<file path="config.mk">
export PLATFORM = sky130hd
export DESIGN_NAME = beep_seq
export DESIGN_NICKNAME = d
export VERILOG_FILES = /design/src/rtl/chrono_pkg.sv /design/src/rtl/ms_tick.sv /design/src/rtl/beep_seq.sv
export SDC_FILE = /design/constraint.sdc
export NUM_CORES = 1
export LEC_CHECK = 0
export BUFFER_PORTS_ARGS = -buffer_cell sky130_fd_sc_hd__buf_2
export CORE_UTILIZATION = 64
export CTS_BUF_LIST = sky130_fd_sc_hd__clkbuf_8
export CTS_CLUSTER_DIAMETER = 40
export DETAILED_ROUTE_END_ITERATION = 8
export GPL_ROUTABILITY_DRIVEN = 0
export PLACE_DENSITY_LB_ADDON = 0.1
export SYNTH_ARGS = -nofsm -noshare
export SYNTH_HDL_FRONTEND = slang
export SYNTH_HIERARCHICAL = 1
export SYNTH_SLANG_ARGS = --single-unit
</file>
<file path="constraint.sdc">
create_clock -name clk -period 3.6 [get_ports clk]
set_input_delay 0.54 -clock clk [delete_from_list [all_inputs] [get_ports clk]]
set_output_delay 0.54 -clock clk [all_outputs]
set_load 0.02 [all_outputs]
</file>
<file path="src/rtl/chrono_pkg.sv">
// Shared types and constants for the chrono/buzzer sequencing blocks.
package chrono_pkg;

  typedef enum logic [1:0] {
    IDLE = 2'd0,
    ON   = 2'd1,
    OFF  = 2'd2,
    GAP  = 2'd3
  } state_t;

  typedef enum logic [1:0] {
    KEY   = 2'd0,
    CHIME = 2'd1,
    ALARM = 2'd2
  } mode_t;

  localparam int CHIME_MAX   = 12;
  localparam int ALARM_GROUP = 4;

  // Hour chimes never exceed twelve strokes, whatever the caller asks for.
  function automatic logic [3:0] clamp_strokes(input logic [3:0] n);
    return (n > 4'(CHIME_MAX)) ? 4'(CHIME_MAX) : n;
  endfunction

endpackage

</file>
<file path="src/rtl/ms_tick.sv">
// Millisecond prescaler: one-cycle tick every DIV clocks, restartable via synchronous clr.
module ms_tick #(
  parameter int DIV = 1
) (
  input  logic clk,
  input  logic rst,
  input  logic clr,
  output logic tick
);

  localparam int W = (DIV > 1) ? $clog2(DIV) : 1;

  logic [W-1:0] cnt;

  // tick depends only on the count so the FSM may feed clr back from it.
  assign tick = (cnt == W'(DIV - 1));

  always_ff @(posedge clk or posedge rst) begin
    if (rst) begin
      cnt <= '0;
    end else if (clr || tick) begin
      cnt <= '0;
    end else begin
      cnt <= cnt + 1'b1;
    end
  end

endmodule

</file>
<file path="src/rtl/beep_seq.sv">
// Beep envelope sequencer: key click, hourly chime and alarm patterns on buz_en.
// Define BEEP_ALARM_TIMEOUT_EN to make the alarm stop by itself after ALARM_TIMEOUT_S seconds.
module beep_seq
  import chrono_pkg::*;
#(
  parameter int CLK_HZ          = 50_000_000,
  parameter int KEY_MS          = 100,
  parameter int CHIME_ON_MS     = 200,
  parameter int CHIME_OFF_MS    = 200,
  parameter int ALARM_ON_MS     = 100,
  parameter int ALARM_OFF_MS    = 100,
  parameter int ALARM_GAP_MS    = 600,
  parameter int ALARM_TIMEOUT_S = 60
) (
  input  logic       clk,
  input  logic       rst,
  input  logic       key_req,
  input  logic       chime_req,
  input  logic [3:0] chime_n,
  input  logic       alarm_req,
  input  logic       stop,
  output logic       buz_en,
  output logic       busy,
  output logic       alarm_on
);

  localparam int MS_DIV = CLK_HZ / 1000;

  localparam logic [15:0] KEY_LAST    = 16'(KEY_MS - 1);
  localparam logic [15:0] CH_ON_LAST  = 16'(CHIME_ON_MS - 1);
  localparam logic [15:0] CH_OFF_LAST = 16'(CHIME_OFF_MS - 1);
  localparam logic [15:0] AL_ON_LAST  = 16'(ALARM_ON_MS - 1);
  localparam logic [15:0] AL_OFF_LAST = 16'(ALARM_OFF_MS - 1);
  localparam logic [15:0] AL_GAP_LAST = 16'(ALARM_GAP_MS - 1);

  state_t      state_q, state_d;
  mode_t       mode_q, mode_d;
  logic [15:0] ms_q;
  logic [15:0] phase_last;
  logic [3:0]  cnt_q, cnt_d;
  logic [3:0]  tot_q, tot_d;
  logic        phase_clr;
  logic        pre_clr;
  logic        tick;
  logic        phase_done;
  logic        alarm_act;
  logic        chime_ok;
  logic        timeout;

  assign alarm_act  = (state_q != IDLE) && (mode_q == ALARM);
  assign chime_ok   = chime_req && (chime_n != 4'd0);
  assign pre_clr    = phase_clr || (state_q == IDLE);
  assign phase_done = (state_q != IDLE) && tick && (ms_q == phase_last);

  ms_tick #(
    .DIV(MS_DIV)
  ) u_ms_tick (
    .clk (clk),
    .rst (rst),
    .clr (pre_clr),
    .tick(tick)
  );

  always_comb begin
    phase_last = 16'd0;
    case (state_q)
      ON: begin
        case (mode_q)
          KEY:     phase_last = KEY_LAST;
          CHIME:   phase_last = CH_ON_LAST;
          default: phase_last = AL_ON_LAST;
        endcase
      end
      OFF:     phase_last = (mode_q == CHIME) ? CH_OFF_LAST : AL_OFF_LAST;
      GAP:     phase_last = AL_GAP_LAST;
      default: phase_last = 16'd0;
    endcase
  end

`ifdef BEEP_ALARM_TIMEOUT_EN
  // Seconds keep counting across phase changes; the ms tick stays aligned
  // because every phase is a whole number of milliseconds.
  logic [15:0] to_ms_q;
  logic [15:0] to_s_q;

  assign timeout = alarm_act && tick && (to_ms_q == 16'd999) &&
                   (to_s_q == 16'(ALARM_TIMEOUT_S - 1));

  always_ff @(posedge clk or posedge rst) begin
    if (rst) begin
      to_ms_q <= 16'd0;
      to_s_q  <= 16'd0;
    end else if (!alarm_act) begin
      to_ms_q <= 16'd0;
      to_s_q  <= 16'd0;
    end else if (tick) begin
      if (to_ms_q == 16'd999) begin
        to_ms_q <= 16'd0;
        to_s_q  <= to_s_q + 16'd1;
      end else begin
        to_ms_q <= to_ms_q + 16'd1;
      end
    end
  end
`else
  assign timeout = 1'b0;
`endif

  always_comb begin
    state_d   = state_q;
    mode_d    = mode_q;
    cnt_d     = cnt_q;
    tot_d     = tot_q;
    phase_clr = 1'b0;

    if (phase_done) begin
      phase_clr = 1'b1;
      case (state_q)
        ON: begin
          case (mode_q)
            KEY:     state_d = IDLE;
            CHIME:   state_d = (cnt_q == tot_q) ? IDLE : OFF;
            default: state_d = (cnt_q == 4'(ALARM_GROUP)) ? GAP : OFF;
          endcase
        end
        OFF: begin
          state_d = ON;
          cnt_d   = cnt_q + 4'd1;
        end
        GAP: begin
          state_d = ON;
          cnt_d   = 4'd1;
        end
        default: state_d = IDLE;
      endcase
    end

    if (timeout) begin
      state_d = IDLE;
    end

    // Requests override pattern progression; priority is stop, alarm, chime, key.
    if (stop) begin
      state_d = IDLE;
    end else if (alarm_req && !alarm_act) begin
      state_d   = ON;
      mode_d    = ALARM;
      cnt_d     = 4'd1;
      phase_clr = 1'b1;
    end else if (chime_ok && ((state_q == IDLE) || (mode_q == KEY))) begin
      state_d   = ON;
      mode_d    = CHIME;
      cnt_d     = 4'd1;
      tot_d     = clamp_strokes(chime_n);
      phase_clr = 1'b1;
    end else if (key_req && (state_q == IDLE)) begin
      state_d   = ON;
      mode_d    = KEY;
      cnt_d     = 4'd1;
      phase_clr = 1'b1;
    end
  end

  always_ff @(posedge clk or posedge rst) begin
    if (rst) begin
      state_q  <= IDLE;
      mode_q   <= KEY;
      cnt_q    <= 4'd0;
      tot_q    <= 4'd0;
      ms_q     <= 16'd0;
      buz_en   <= 1'b0;
      busy     <= 1'b0;
      alarm_on <= 1'b0;
    end else begin
      state_q  <= state_d;
      mode_q   <= mode_d;
      cnt_q    <= cnt_d;
      tot_q    <= tot_d;
      buz_en   <= (state_d == ON);
      busy     <= (state_d != IDLE);
      alarm_on <= (state_d != IDLE) && (mode_d == ALARM);
      if (pre_clr) begin
        ms_q <= 16'd0;
      end else if (tick) begin
        ms_q <= ms_q + 16'd1;
      end
    end
  end

endmodule
</file>
== Word-level counts from Yosys, hierarchy flattened ==
Cells that the tools add are included.

* Register bits: 47
* Bits of input ports: 10
* Output and inout port bits: 3

* Add/sub/neg operators: 3
* Order comparisons: 1
* Equality and inequality tests: 11
* Muxes and demuxes: 30
* Bitwise gates (word level): 2
* Reduce and logical (&&, ||, !) cells: 21

{| class="wikitable"
|+ Operator list
! cell !! count
|-
| two-way mux 16 bit || 3
|-
| adder 16 x 1 -> 16 bit, second input constant || 2
|-
| one-hot mux 16 bit (2 select lines) || 1
|-
| two-way mux 4 bit || 6
|-
| two-way mux 2 bit || 10
|-
| == test 16 bit || 1
|-
| == test 16 bit, second input constant || 1
|-
| == test 2 bit, second input constant || 4
|-
| logical AND 1 bit || 8
|-
| two-way mux 8 bit || 1
|-
| one-hot mux 2 bit (2 select lines) || 2
|-
| one-hot mux 4 bit (2 select lines) || 1
|-
| == test 2 x 1 -> 1 bit, second input constant || 3
|-
| two-way mux 1 bit || 6
|-
| nonzero test 2 bit || 3
|-
| adder 4 x 1 -> 4 bit, second input constant || 1
|-
| == test 4 x 3 -> 1 bit, second input constant || 1
|-
| == test 4 bit || 1
|-
| greater-than comparator 4 bit, second input constant || 1
|-
| logical NOT 2 bit || 2
|-
| nonzero test 4 bit || 1
|-
| OR reduction 2 bit || 2
|-
| logical OR 1 bit || 3
|-
| AND reduction 3 bit || 1
|-
| other kinds (2) || 3
|}

== Longest topological paths before layout ==
Gate-level depths: netlist of run 1.

* Word-level depth: 13
* Depth in mapped cells: 14
* Depth with buffers taken out: 9

== Modules after synthesis ==
Netlist of run 1, hierarchy kept.

{| class="wikitable"
|+ By module, submodules not included
! module !! times used !! cells each !! area an instance (um^2) !! sequential area each (um^2)
|-
| beep_seq || 1 || 196 || 1939.4 || 775.7
|-
| ms_tick || 1 || 83 || 862.1 || 400.4
|}

== Worst setup path after synthesis of run 1 ==
OpenSTA, ideal clock, no wires.

* Path kind: register to register
* Start point: register u_ms_tick.cnt[0]
* End point: register u_ms_tick.cnt[12]
* Setup time: 0.069 ns
* Arrival time: 2.524 ns
* Setup slack: 1.007 ns
* Cell stages (with the launch flop): 14
* Buffers on the path: 4
* Clock period less this slack: 2.593 ns
* Cell sequence: dfrtp_1 > ha_1 > and3_1 > and4_4 > nand4b_1 > a221oi_2 > and3_4 > or3_1 > buf_6 > buf_12 > or2_1 > buf_6 > buf_12 > nor2_2

* Cells in the longest elaborated chain, start to end: 11
* Elaborated cells between the ends (all ways): 12

{| class="wikitable"
|+ Ends and longest elaborated chain
! item !! RTL line !! RTL
|-
| start: declaration || ms_tick.sv:13 || <nowiki>logic [W-1:0] cnt;</nowiki>
|-
| start signal: assignment || ms_tick.sv:24 || <nowiki>cnt <= cnt + 1'b1;</nowiki>
|-
| == test 16 bit * || ms_tick.sv:16 || <nowiki>assign tick = (cnt == W'(DIV - 1));</nowiki>
|-
| named net tick || beep_seq.sv:44 || <nowiki>logic tick;</nowiki>
|-
| logical AND 1 bit * (2 in a row) || beep_seq.sv:53 || <nowiki>assign phase_done = (state_q != IDLE) && tick && (ms_q == phase_last);</nowiki>
|-
| two-way mux 1 bit * || beep_seq.sv:116 || <nowiki>if (phase_done) begin</nowiki>
|-
| two-way mux 1 bit || beep_seq.sv:156 || <nowiki>end else if (key_req && (state_q == IDLE)) begin</nowiki>
|-
| two-way mux 1 bit || beep_seq.sv:150 || <nowiki>end else if (chime_ok && ((state_q == IDLE) || (mode_q == KEY))) begin</nowiki>
|-
| two-way mux 1 bit || beep_seq.sv:145 || <nowiki>end else if (alarm_req && !alarm_act) begin</nowiki>
|-
| two-way mux 1 bit * || beep_seq.sv:143 || <nowiki>if (stop) begin</nowiki>
|-
| logical OR 1 bit * || beep_seq.sv:52 || <nowiki>assign pre_clr = phase_clr || (state_q == IDLE);</nowiki>
|-
| named net pre_clr || beep_seq.sv:43 || <nowiki>logic pre_clr;</nowiki>
|-
| logical OR 1 bit * || ms_tick.sv:21 || <nowiki>end else if (clr || tick) begin</nowiki>
|-
| two-way mux 16 bit * || ms_tick.sv:21 ||
|}

The timed path passes the listed nets; every way through them passes the cells marked *.
A chain may end at the register's enable or synchronous reset.

== Worst setup path after layout of run 1 ==
* Start point: register state_q[0]
* End point: register u_ms_tick.cnt[15]

* Cells in the longest elaborated chain, start to end: 13
* Elaborated cells between the ends (all ways): 24

{| class="wikitable"
|+ Ends and longest elaborated chain
! item !! RTL line !! RTL
|-
| start: declaration || beep_seq.sv:36 || <nowiki>state_t state_q, state_d;</nowiki>
|-
| start signal: assignment || beep_seq.sv:175 || <nowiki>state_q <= state_d;</nowiki>
|-
| == test 2 bit or == test 2 x 1 -> 1 bit (tied branches) || beep_seq.sv:66 || <nowiki>case (state_q)</nowiki>
|-
| OR reduction 2 bit (no source line) || n/a ||
|-
| one-hot mux 16 bit (2 select lines) || beep_seq.sv:66 ||
|-
| == test 16 bit || beep_seq.sv:53 ||
|-
| logical AND 1 bit || beep_seq.sv:53 ||
|-
| two-way mux 1 bit || beep_seq.sv:116 ||
|-
| two-way mux 1 bit || beep_seq.sv:156 ||
|-
| two-way mux 1 bit || beep_seq.sv:150 ||
|-
| two-way mux 1 bit || beep_seq.sv:145 ||
|-
| two-way mux 1 bit || beep_seq.sv:143 ||
|-
| logical OR 1 bit * || beep_seq.sv:52 ||
|-
| logical OR 1 bit * || ms_tick.sv:21 ||
|-
| two-way mux 16 bit * || ms_tick.sv:21 ||
|}

Mark *: on every way between the ends. The rest lies on a longest branch, timed or not.

==> metrics.csv, run 1 <==
metric;value;unit
dr.pass1.iters;4;
postLayoutSetupSlackWorst;0.7261;ns
yosysSeqAreaShare;41.98;%
internal-power;0.7494;mW
arrival;3.03;ns
clk_pin_slew;0.08;ns
hold_violations;0;
post_cts_buffers;0;
antenna_cells;0;
cts_buffers;5;
final-setup-viol-count;0;
cts_buffer_depth;2;
synth_top_cell_area_share;41.98;%
min_period;2.874;ns
antenna_found_initial;0;
p_clk_share;30.8;%
ys_warn_count;6;
yosysUniqueCellTypes;48;
holdCritPathClass;input port to asynchronous set/reset pin;
clock_latency;0.30;ns
die_area;0.004646;sq mm
worst-path-max-fanout;15;
worstRegToRegCells;9;
synth_top_cells_by_count;47 x dfrtp_1, 25 x nor2_1, 22 x xnor2_1;
start_util;68.08;%
p_leak;1.174;nW
syn_nets;298;
worstPathCellList;inv_1 -> ha_1 -> nor4_1 -> nand4b_1 -> a221oi_2 -> and3_4 -> or3_1 -> or2_1 -> nor2_1;
dp_slack;0.7204;ns
core_area;0.004115;sq mm
synth_edf_count;0;
swShare;26.19;%
drc_errors;0;
setup_tns;0;ns
cts.sinks;47;
timing.rr.end;u_ms_tick/cnt[15]$_DFF_PP0_;
viasPerCell;5.759;
nets;309;
drive_above_1_share;18.62;%
rrSetupSlack;0.73;ns
dieHeight;68.16;microns
ioPinCount;13;
yosys.area.top_type;dfrtp_1;
rr_startpoint;state_q[0]$_DFF_PP0_;
htreeDepth;2;
synth.area.top_cells;dfrtp_1 42%, xnor2_1 6.9%, ha_1 4.0%;
cts_tree;built;
ys_async_sr_fraction;100.0;%
die_w;68.16;microns
pwr-share-comb;13.1;%
io_buffers;12;
stdcell_count;340;
avgSynthCellArea;10.04;sq um
post-route-period-util;79.83;%
drv_slew;0;
overflow;0;
cp.required;3.76;ns
fmax;0.3480;GHz
placed_cells;333;
fin_worst_skew;0.008343;ns
place_hpwl;3535;microns
power.density;347.2;mW/mm^2
maxSlewHeadroom;54.76;%
grt_pass1_vias;1876;
status;finished, final reports clean;
critPathMaxStageDelay;0.55;ns
critPathCaptureType;flip-flop;
gr-usage-all-layers;24.48;%
p_switching;0.2659;mW
via_count;1958;
syn_inst;279;
ant_nets;0;
root_buffer;clkbuf_8;
area_growth;4.377;%
grt_pass1_wl;8411;microns
tightestPinTransition;0.6786;ns
syn-cell-area;0.002801;sq mm
critPathSlowestCell;or2_1;
num_rows;23;
maxCapViolCount;0;
rsz0062_at_grt;false;
drt-wirelength-per-cell;14.30;microns
holdBufCountCts;0;
synth_flop_cell;dfrtp_1;
final_util;71.06;%
seqPwrFrac;56.0;%
synth-seq-cells;47;
grt_max_degree;32;
ir_worst_vdd;251.0;uV
cts_resized;0;
synth_most_common_cell;dfrtp_1;
path_class;flip-flop to flip-flop;
finalWirelength;4863;microns
first_iter_violations;122;
startpoint_type;flip-flop;
-- kinds of logic after synthesis --
logic type               share of synthesized area (%)
adder cells (fa/ha/maj)                          4.020
XOR/XNOR                                         10.63
multiplexers                                     2.680
AND/OR/NAND/NOR                                  26.71
buffers and inverters                            6.074
flip-flops                                       41.98
AO/OA/AOI/OAI                                    7.906
-- registers in the layout (all words and copies together) (netlist names) --
register	cells
ms_q	16
u_ms_tick/cnt	16
cnt_q	4
tot_q	4
mode_q	2
state_q	2
alarm_on	1
busy	1
buz_en	1
-- metrics by stage --
stage	cell area (sq um)	hold slack [ns]	total power, mW
after global routing	2924	0.3622	1.070
after CTS	2924	0.3255	1.031
after floorplan	2801	0.4537	0.6923
after detailed placement	2836	0.4847	0.7136
after global placement	2836	0.4746	0.7109
final	2924	0.3021	1.015
-- worst max-delay path by stage --
stage	slack [ns]	cells past startpoint	endpoint	startpoint
floorplan	1.01	13	u_ms_tick/cnt[12]$_DFF_PP0_	u_ms_tick/cnt[0]$_DFF_PP0_
global placement	0.82	9	u_ms_tick/cnt[3]$_DFF_PP0_	state_q[0]$_DFF_PP0_
detailed placement	0.72	9	u_ms_tick/cnt[15]$_DFF_PP0_	state_q[0]$_DFF_PP0_
CTS	0.70	9	u_ms_tick/cnt[15]$_DFF_PP0_	state_q[0]$_DFF_PP0_
global route	0.46	9	u_ms_tick/cnt[15]$_DFF_PP0_	state_q[0]$_DFF_PP0_
finish	0.73	9	u_ms_tick/cnt[15]$_DFF_PP0_	state_q[0]$_DFF_PP0_
-- layout make-up --
cell class | instances | area (sq um)
tap | 50 | 62.56
timing repair buffer | 14 | 75.07
multi-input combinational | 204 | 1455
sequential | 47 | 1176
clock buffer | 6 | 82.58
inverter | 18 | 67.56
fill | 327 | 1191
clock inverter | 1 | 5.005
-- routing by layer --
layer	share of wire (%)	up-vias	wire length [microns]	global-route usage [%]
met4	1.3	0	65	7.813
met5	0	-	0	0
met2	45	25	2205	39.22
met3	3.2	7	155	4.667
li1	-	985	-	-
met1	50	941	2437	33.23
-- power by group through the flow --
stage	registers, mW	logic [mW]	clock network, mW
after global routing	0.572	0.152	0.346
after detailed placement	0.579	0.134	0
final	0.569	0.133	0.313
after CTS	0.569	0.135	0.327
after floorplan	0.579	0.113	0
after global placement	0.579	0.132	0
-- critical path, delay by kind of cell, from the launching register on --
kind            cells  cell delay, ns
simple gates        6            1.59
buf+inv             1            0.10
fa+ha+maj           1            0.32
flops               1            0.47
compound gates      1            0.25
-- cells in the final DEF (no fill, tap or decap), types with 11 or more instances in the layout --
master,netlist,layout
buf_2,2,12
dfrtp_1,47,47
xor2_1,12,12
nor2_1,25,25
nor2_2,11,11
nand3_1,13,13
xnor2_1,22,22
inv_1,18,18
nand2_1,17,17
o21ai_0,13,13
Note: power is estimated with default switching activity, not from simulation.
==> run 2, diff against run 1 <==
--- a/config.mk
+++ b/config.mk
@@ -6,7 +6,7 @@
 export NUM_CORES = 1
 export LEC_CHECK = 0
 export BUFFER_PORTS_ARGS = -buffer_cell sky130_fd_sc_hd__buf_2
-export CORE_UTILIZATION = 64
+export CORE_UTILIZATION = 57
 export CTS_BUF_LIST = sky130_fd_sc_hd__clkbuf_8
 export CTS_CLUSTER_DIAMETER = 40
 export DETAILED_ROUTE_END_ITERATION = 8
==> constraint.sdc (replaced) <==
create_clock -name clk -period 2.4 [get_ports clk]
set_input_delay 0.36 -clock clk [delete_from_list [all_inputs] [get_ports clk]]
set_output_delay 0.36 -clock clk [all_outputs]
set_load 0.02 [all_outputs]
==> metrics.csv, run 2 (synthesis results as in run 1) <==
metric;value;unit
grt_pass1_wl;9094;microns
dieHeight;72.11;microns
critPathMaxStageDelay;0.39;ns
worstPathCellList;buf_4 -> ha_1 -> or3_1 -> a221oi_2 -> and3_4 -> mux2_2 -> o2111a_1;
clock_latency;0.30;ns
cts_buffer_depth;2;
core_area;0.004723;sq mm
viasPerCell;5.357;
p_switching;0.4329;mW
critPathCaptureType;flip-flop;
ioPinCount;13;
worst-path-buf-inv;1;
timing.rr.end;buz_en$_DFF_PP0_;
cts_tree;built;
arrival;2.50;ns
drv_slew;0;
antenna_cells;0;
cts_buffers;5;
min_period;2.303;ns
stdcell_count;373;
overflow;0;
first_iter_violations;113;
place_hpwl;3760;microns
dr.pass1.iters;4;
postLayoutSetupSlackWorst;0.09747;ns
post-route-period-util;95.94;%
finalWirelength;5175;microns
hold_violations;0;
placed_area;0.003015;sq mm
ant_nets;0;
grt_pass1_vias;1961;
power.density;526.4;mW/mm^2
drt-wirelength-per-cell;13.87;microns
final_common_cell;dfrtp_1;
critPathTopFamily;simple AND/OR/NAND/NOR gates;
swShare;25.95;%
reg.largest.list;ms_q: 16 flops, u_ms_tick/cnt: 16 flops;
seqPwrFrac;51.0;%
placed_cells;364;
die_w;72.11;microns
worst-path-max-fanout;6;
num_rows;25;
grt_max_degree;32;
antenna_found_initial;0;
worstRegToRegCells;7;
die_area;0.005199;sq mm
holdBufCountCts;0;
fin_worst_skew;0.004232;ns
rrSetupSlack;0.1;ns
via_count;1998;
final-setup-viol-count;0;
path_class;flip-flop to flip-flop;
holdCritPathClass;input port to asynchronous set/reset pin;
area_growth;13.13;%
gr-usage-all-layers;22.62;%
maxSlewHeadroom;59.11;%
critPathSlowestCell;dfrtp_1;
root_buffer;clkbuf_8;
startpoint_type;flip-flop;
total_power;1.668;mW
nets;324;
rr_startpoint;state_q[0]$_DFF_PP0_;
p_leak;1.279;nW
htreeDepth;2;
cts.sinks;47;
io_buffers;12;
drive_above_1_share;26.14;%
p_clk_share;34.5;%
drc_errors;0;
final_cell_mix;47 x dfrtp_1, 25 x nor2_1, 22 x xnor2_1, 17 x nand2_1, 16 x inv_1;
internal-power;1.235;mW
dp_slack;0.1130;ns
final_area;0.003169;sq mm
start_util;59.31;%
cp.required;2.60;ns
fmax;0.4343;GHz
rsz0062_at_grt;false;
pwr-share-comb;14.4;%
final_util;67.10;%
tightestPinTransition;0.6126;ns
maxCapViolCount;0;
clk_pin_slew;0.09;ns
ir_worst_vdd;311.2;uV
status;finished, final reports clean;
-- run 2: cell count changes in the layout (fill, tap and decap cells not counted), sizes merged --
cell and change:
buf +15, bufinv +1, clkbuf -1, clkinv +1
-- run 2: layout make-up --
| class | count | area, sq um |
|---|---|---|
| Clock buffer | 5 | 68.82 |
| Clock inverter | 3 | 43.79 |
| Fill cell | 385 | 1554 |
| Inverter | 18 | 67.56 |
| Multi-Input combinational cell | 204 | 1516 |
| Sequential cell | 47 | 1176 |
| Tap cell | 67 | 83.83 |
| Timing Repair Buffer | 29 | 212.7 |
-- run 2: how the worst max path moves through the flow --
stage,from,to,cells after the start
floorplan,u_ms_tick/cnt[0]$_DFF_PP0_,u_ms_tick/cnt[12]$_DFF_PP0_,13
global placement,u_ms_tick/cnt[11]$_DFF_PP0_,buz_en$_DFF_PP0_,7
detailed placement,u_ms_tick/cnt[1]$_DFF_PP0_,u_ms_tick/cnt[15]$_DFF_PP0_,10
CTS,u_ms_tick/cnt[1]$_DFF_PP0_,u_ms_tick/cnt[15]$_DFF_PP0_,10
global route,u_ms_tick/cnt[0]$_DFF_PP0_,u_ms_tick/cnt[15]$_DFF_PP0_,10
finish,state_q[0]$_DFF_PP0_,buz_en$_DFF_PP0_,7
-- run 2: through the flow --
step	hold slack, ns	setup TNS [ns]
2_1_floorplan	0.2737	-1.102
3_3_place_gp	0.4702	0
3_5_place_dp	0.4835	0
4_1_cts	0.1488	0
5_1_grt	0.1636	0
6_report	0.1305	0
-- run 2: per-layer routing --
| layer | track usage (%) | share of wire (%) |
|---|---|---|
| met3 | 4.444 | 4.1 |
| met2 | 35.41 | 47 |
| met5 | 0 | 0 |
| met1 | 32.06 | 48 |
| met4 | 6.536 | 0.73 |
-- run 2: repair_timing --
| item | CTS | global route |
|---|---|---|
| setup endpoints to repair | 0 | 20 |
| buffers inserted | 0 | 1 |
| resized for setup | 0 | 5 |
-- run 2: worst reg2reg max path: stages, from the launching register on --
cell	delay, ns
dfrtp_1	0.39
buf_4	0.16
ha_1	0.21
or3_1	0.34
a221oi_2	0.28
and3_4	0.24
mux2_2	0.35
o2111a_1	0.23
-- run 2: power groups by stage --
stage	combinational, mW	clock (mW)	sequential (mW)
global placement	0.236	0	0.866
CTS	0.239	0.603	0.850
finish	0.241	0.576	0.852
floorplan	0.178	0	0.869
global route	0.268	0.627	0.857
detailed placement	0.238	0	0.866
==> run 3, diff against run 2 <==
--- a/config.mk
+++ b/config.mk
@@ -5,13 +5,14 @@
 export SDC_FILE = /design/constraint.sdc
 export NUM_CORES = 1
 export LEC_CHECK = 0
-export BUFFER_PORTS_ARGS = -buffer_cell sky130_fd_sc_hd__buf_2
-export CORE_UTILIZATION = 57
+export CORE_UTILIZATION = 60
 export CTS_BUF_LIST = sky130_fd_sc_hd__clkbuf_8
 export CTS_CLUSTER_DIAMETER = 40
 export DETAILED_ROUTE_END_ITERATION = 8
+export DONT_BUFFER_PORTS = 1
 export GPL_ROUTABILITY_DRIVEN = 0
 export PLACE_DENSITY_LB_ADDON = 0.1
+export RECOVER_POWER = 25
 export SYNTH_ARGS = -nofsm -noshare
 export SYNTH_HDL_FRONTEND = slang
 export SYNTH_HIERARCHICAL = 1
==> metrics.csv, run 3 (synthesis results as in run 1) <==
metric;value;unit
area_growth;9.335;%
p_clk_share;31.5;%
seq_area;0.001176;sq mm
cp.required;2.63;ns
clk_pin_slew;0.09;ns
worst-path-max-fanout;15;
p_leak;1.222;nW
arrival;2.51;ns
cp_common_cell;and3_4;
cts_buffer_depth;2;
pwr-share-comb;13.3;%
tightestPinTransition;1.641;ns
io_buffers;0;
final_area;0.003063;sq mm
maxCapViolCount;1;
num_rows;24;
power.density;508.0;mW/mm^2
antenna_found_initial;0;
fin_worst_skew;0.007558;ns
nets;312;
cts.sinks;47;
placed_cells;337;
fmax;0.4397;GHz
rsz0062_at_grt;false;
gr-usage-all-layers;22.53;%
ioPinCount;13;
hold_violations;0;
core_area;0.004414;sq mm
grt_pass1_wl;8742;microns
path_class;flip-flop to flip-flop;
via_count;1977;
dr.pass1.iters;4;
final-setup-viol-count;0;
clock_latency;0.30;ns
finalWirelength;4920;microns
drv_slew;32;
grt_max_degree;32;
rr_startpoint;u_ms_tick/cnt[1]$_DFF_PP0_;
post-route-period-util;94.76;%
final_util;69.39;%
p_switching;0.4105;mW
place_hpwl;3650;microns
holdCritPathClass;input port to asynchronous set/reset pin;
critPathCaptureType;flip-flop;
multi_input_area;0.001523;sq mm
seqPwrFrac;55.1;%
cts_tree;built;
worstPathCellList;ha_2 -> and3_4 -> and4_4 -> nand4b_1 -> a221oi_2 -> and3_4 -> or3_4 -> or2_1 -> buf_12 -> nor2_1;
timing.rr.end;u_ms_tick/cnt[6]$_DFF_PP0_;
swShare;26.38;%
ant_nets;0;
cts_buffers;5;
root_buffer;clkbuf_8;
violations;capacitance limit, slew limit;
setup_tns;0;ns
critPathMaxStageDelay;0.41;ns
htreeDepth;2;
fill_cells;328;
die_w;70.33;microns
status;finished with violations;
final_cell_mix;47 x dfrtp_1, 25 x nor2_1, 22 x xnor2_1, 17 x nand2_1, 17 x inv_1;
drt-wirelength-per-cell;14.22;microns
antenna_cells;0;
dieHeight;70.33;microns
critPathSlowestCell;dfrtp_1;
dp_slack;0.09341;ns
min_period;2.274;ns
maxSlewHeadroom;-9.399;%
startpoint_type;flip-flop;
start_util;63.46;%
first_iter_violations;119;
final_common_cell;dfrtp_1;
die_area;0.004946;sq mm
grt_pass1_vias;1888;
stdcell_count;346;
drc_errors;0;
internal-power;1.145;mW
placed_area;0.002924;sq mm
ir_worst_vdd;412.0;uV
postLayoutSetupSlackWorst;0.1259;ns
overflow;0;
rrSetupSlack;0.13;ns
reg.largest.list;ms_q: 16 flops, u_ms_tick/cnt: 16 flops;
viasPerCell;5.714;
drive_above_1_share;22.79;%
worstRegToRegCells;10;
==> run 3: what timing repair did <==
item	in CTS	in global routing
gates resized for setup	0	7
setup buffers	0	1
setup endpoints to repair	0	24
hold buffers	0	0
==> run 3: critical path, delay by kind of cell (launching register included) <==
| family | cells | cell delay [ns] |
|---|---|---|
| buf+inv | 1 | 0.17 |
| compound gates | 1 | 0.05 |
| flops | 1 | 0.41 |
| fa+ha+maj | 1 | 0.21 |
| simple gates | 7 | 1.35 |
==> run 3: per-stage QoR <==
stage | total power, mW | hold slack, ns
after floorplan | 1.048 | 0.2737
after global placement | 1.078 | 0.3565
after detailed placement | 1.081 | 0.3587
after CTS | 1.573 | 0.03204
after global routing | 1.634 | 0.06760
final | 1.556 | 0.01496
==> run 3: layout make-up <==
class | instances | share of cell area, %
flip-flops and latches | 47 | 38.40
multi-input cells | 204 | 49.71
repair buffers | 17 | 4.453
clock inverters | 2 | 0.4085
clock buffers | 6 | 2.696
inverters | 18 | 2.206
well taps | 52 | 2.124
==> run 3: worst max-delay path by stage <==
stage / slack (ns) / end / depth (start not counted) / from
after detailed placement: 0.09 / buz_en$_DFF_PP0_ / 7 / state_q[0]$_DFF_PP0_
after global routing: 0.004 / state_q[0]$_DFF_PP0_ / 8 / state_q[0]$_DFF_PP0_
after floorplan: -0.11 / u_ms_tick/cnt[12]$_DFF_PP0_ / 13 / u_ms_tick/cnt[0]$_DFF_PP0_
after global placement: 0.13 / buz_en$_DFF_PP0_ / 7 / state_q[0]$_DFF_PP0_
final: 0.13 / u_ms_tick/cnt[6]$_DFF_PP0_ / 10 / u_ms_tick/cnt[1]$_DFF_PP0_
after CTS: 0.07 / buz_en$_DFF_PP0_ / 7 / state_q[0]$_DFF_PP0_
==> run 3: power by group through the flow <==
stage          Combinational (mW)  Sequential, mW  Clock [mW]
2_1_floorplan               0.178           0.869           0
3_3_place_gp                0.204           0.874           0
3_5_place_dp                0.206           0.875           0
4_1_cts                     0.207           0.859       0.507
5_1_grt                     0.233           0.863       0.538
6_report                    0.208           0.858       0.490
==> run 3: layer usage <==
layer,up-vias,track usage (%),wire length [microns]
li1,992,-,-
met1,948,31.32,2383
met2,32,34.92,2261
met3,5,5.051,220
met4,0,7.333,54
met5,-,0,0
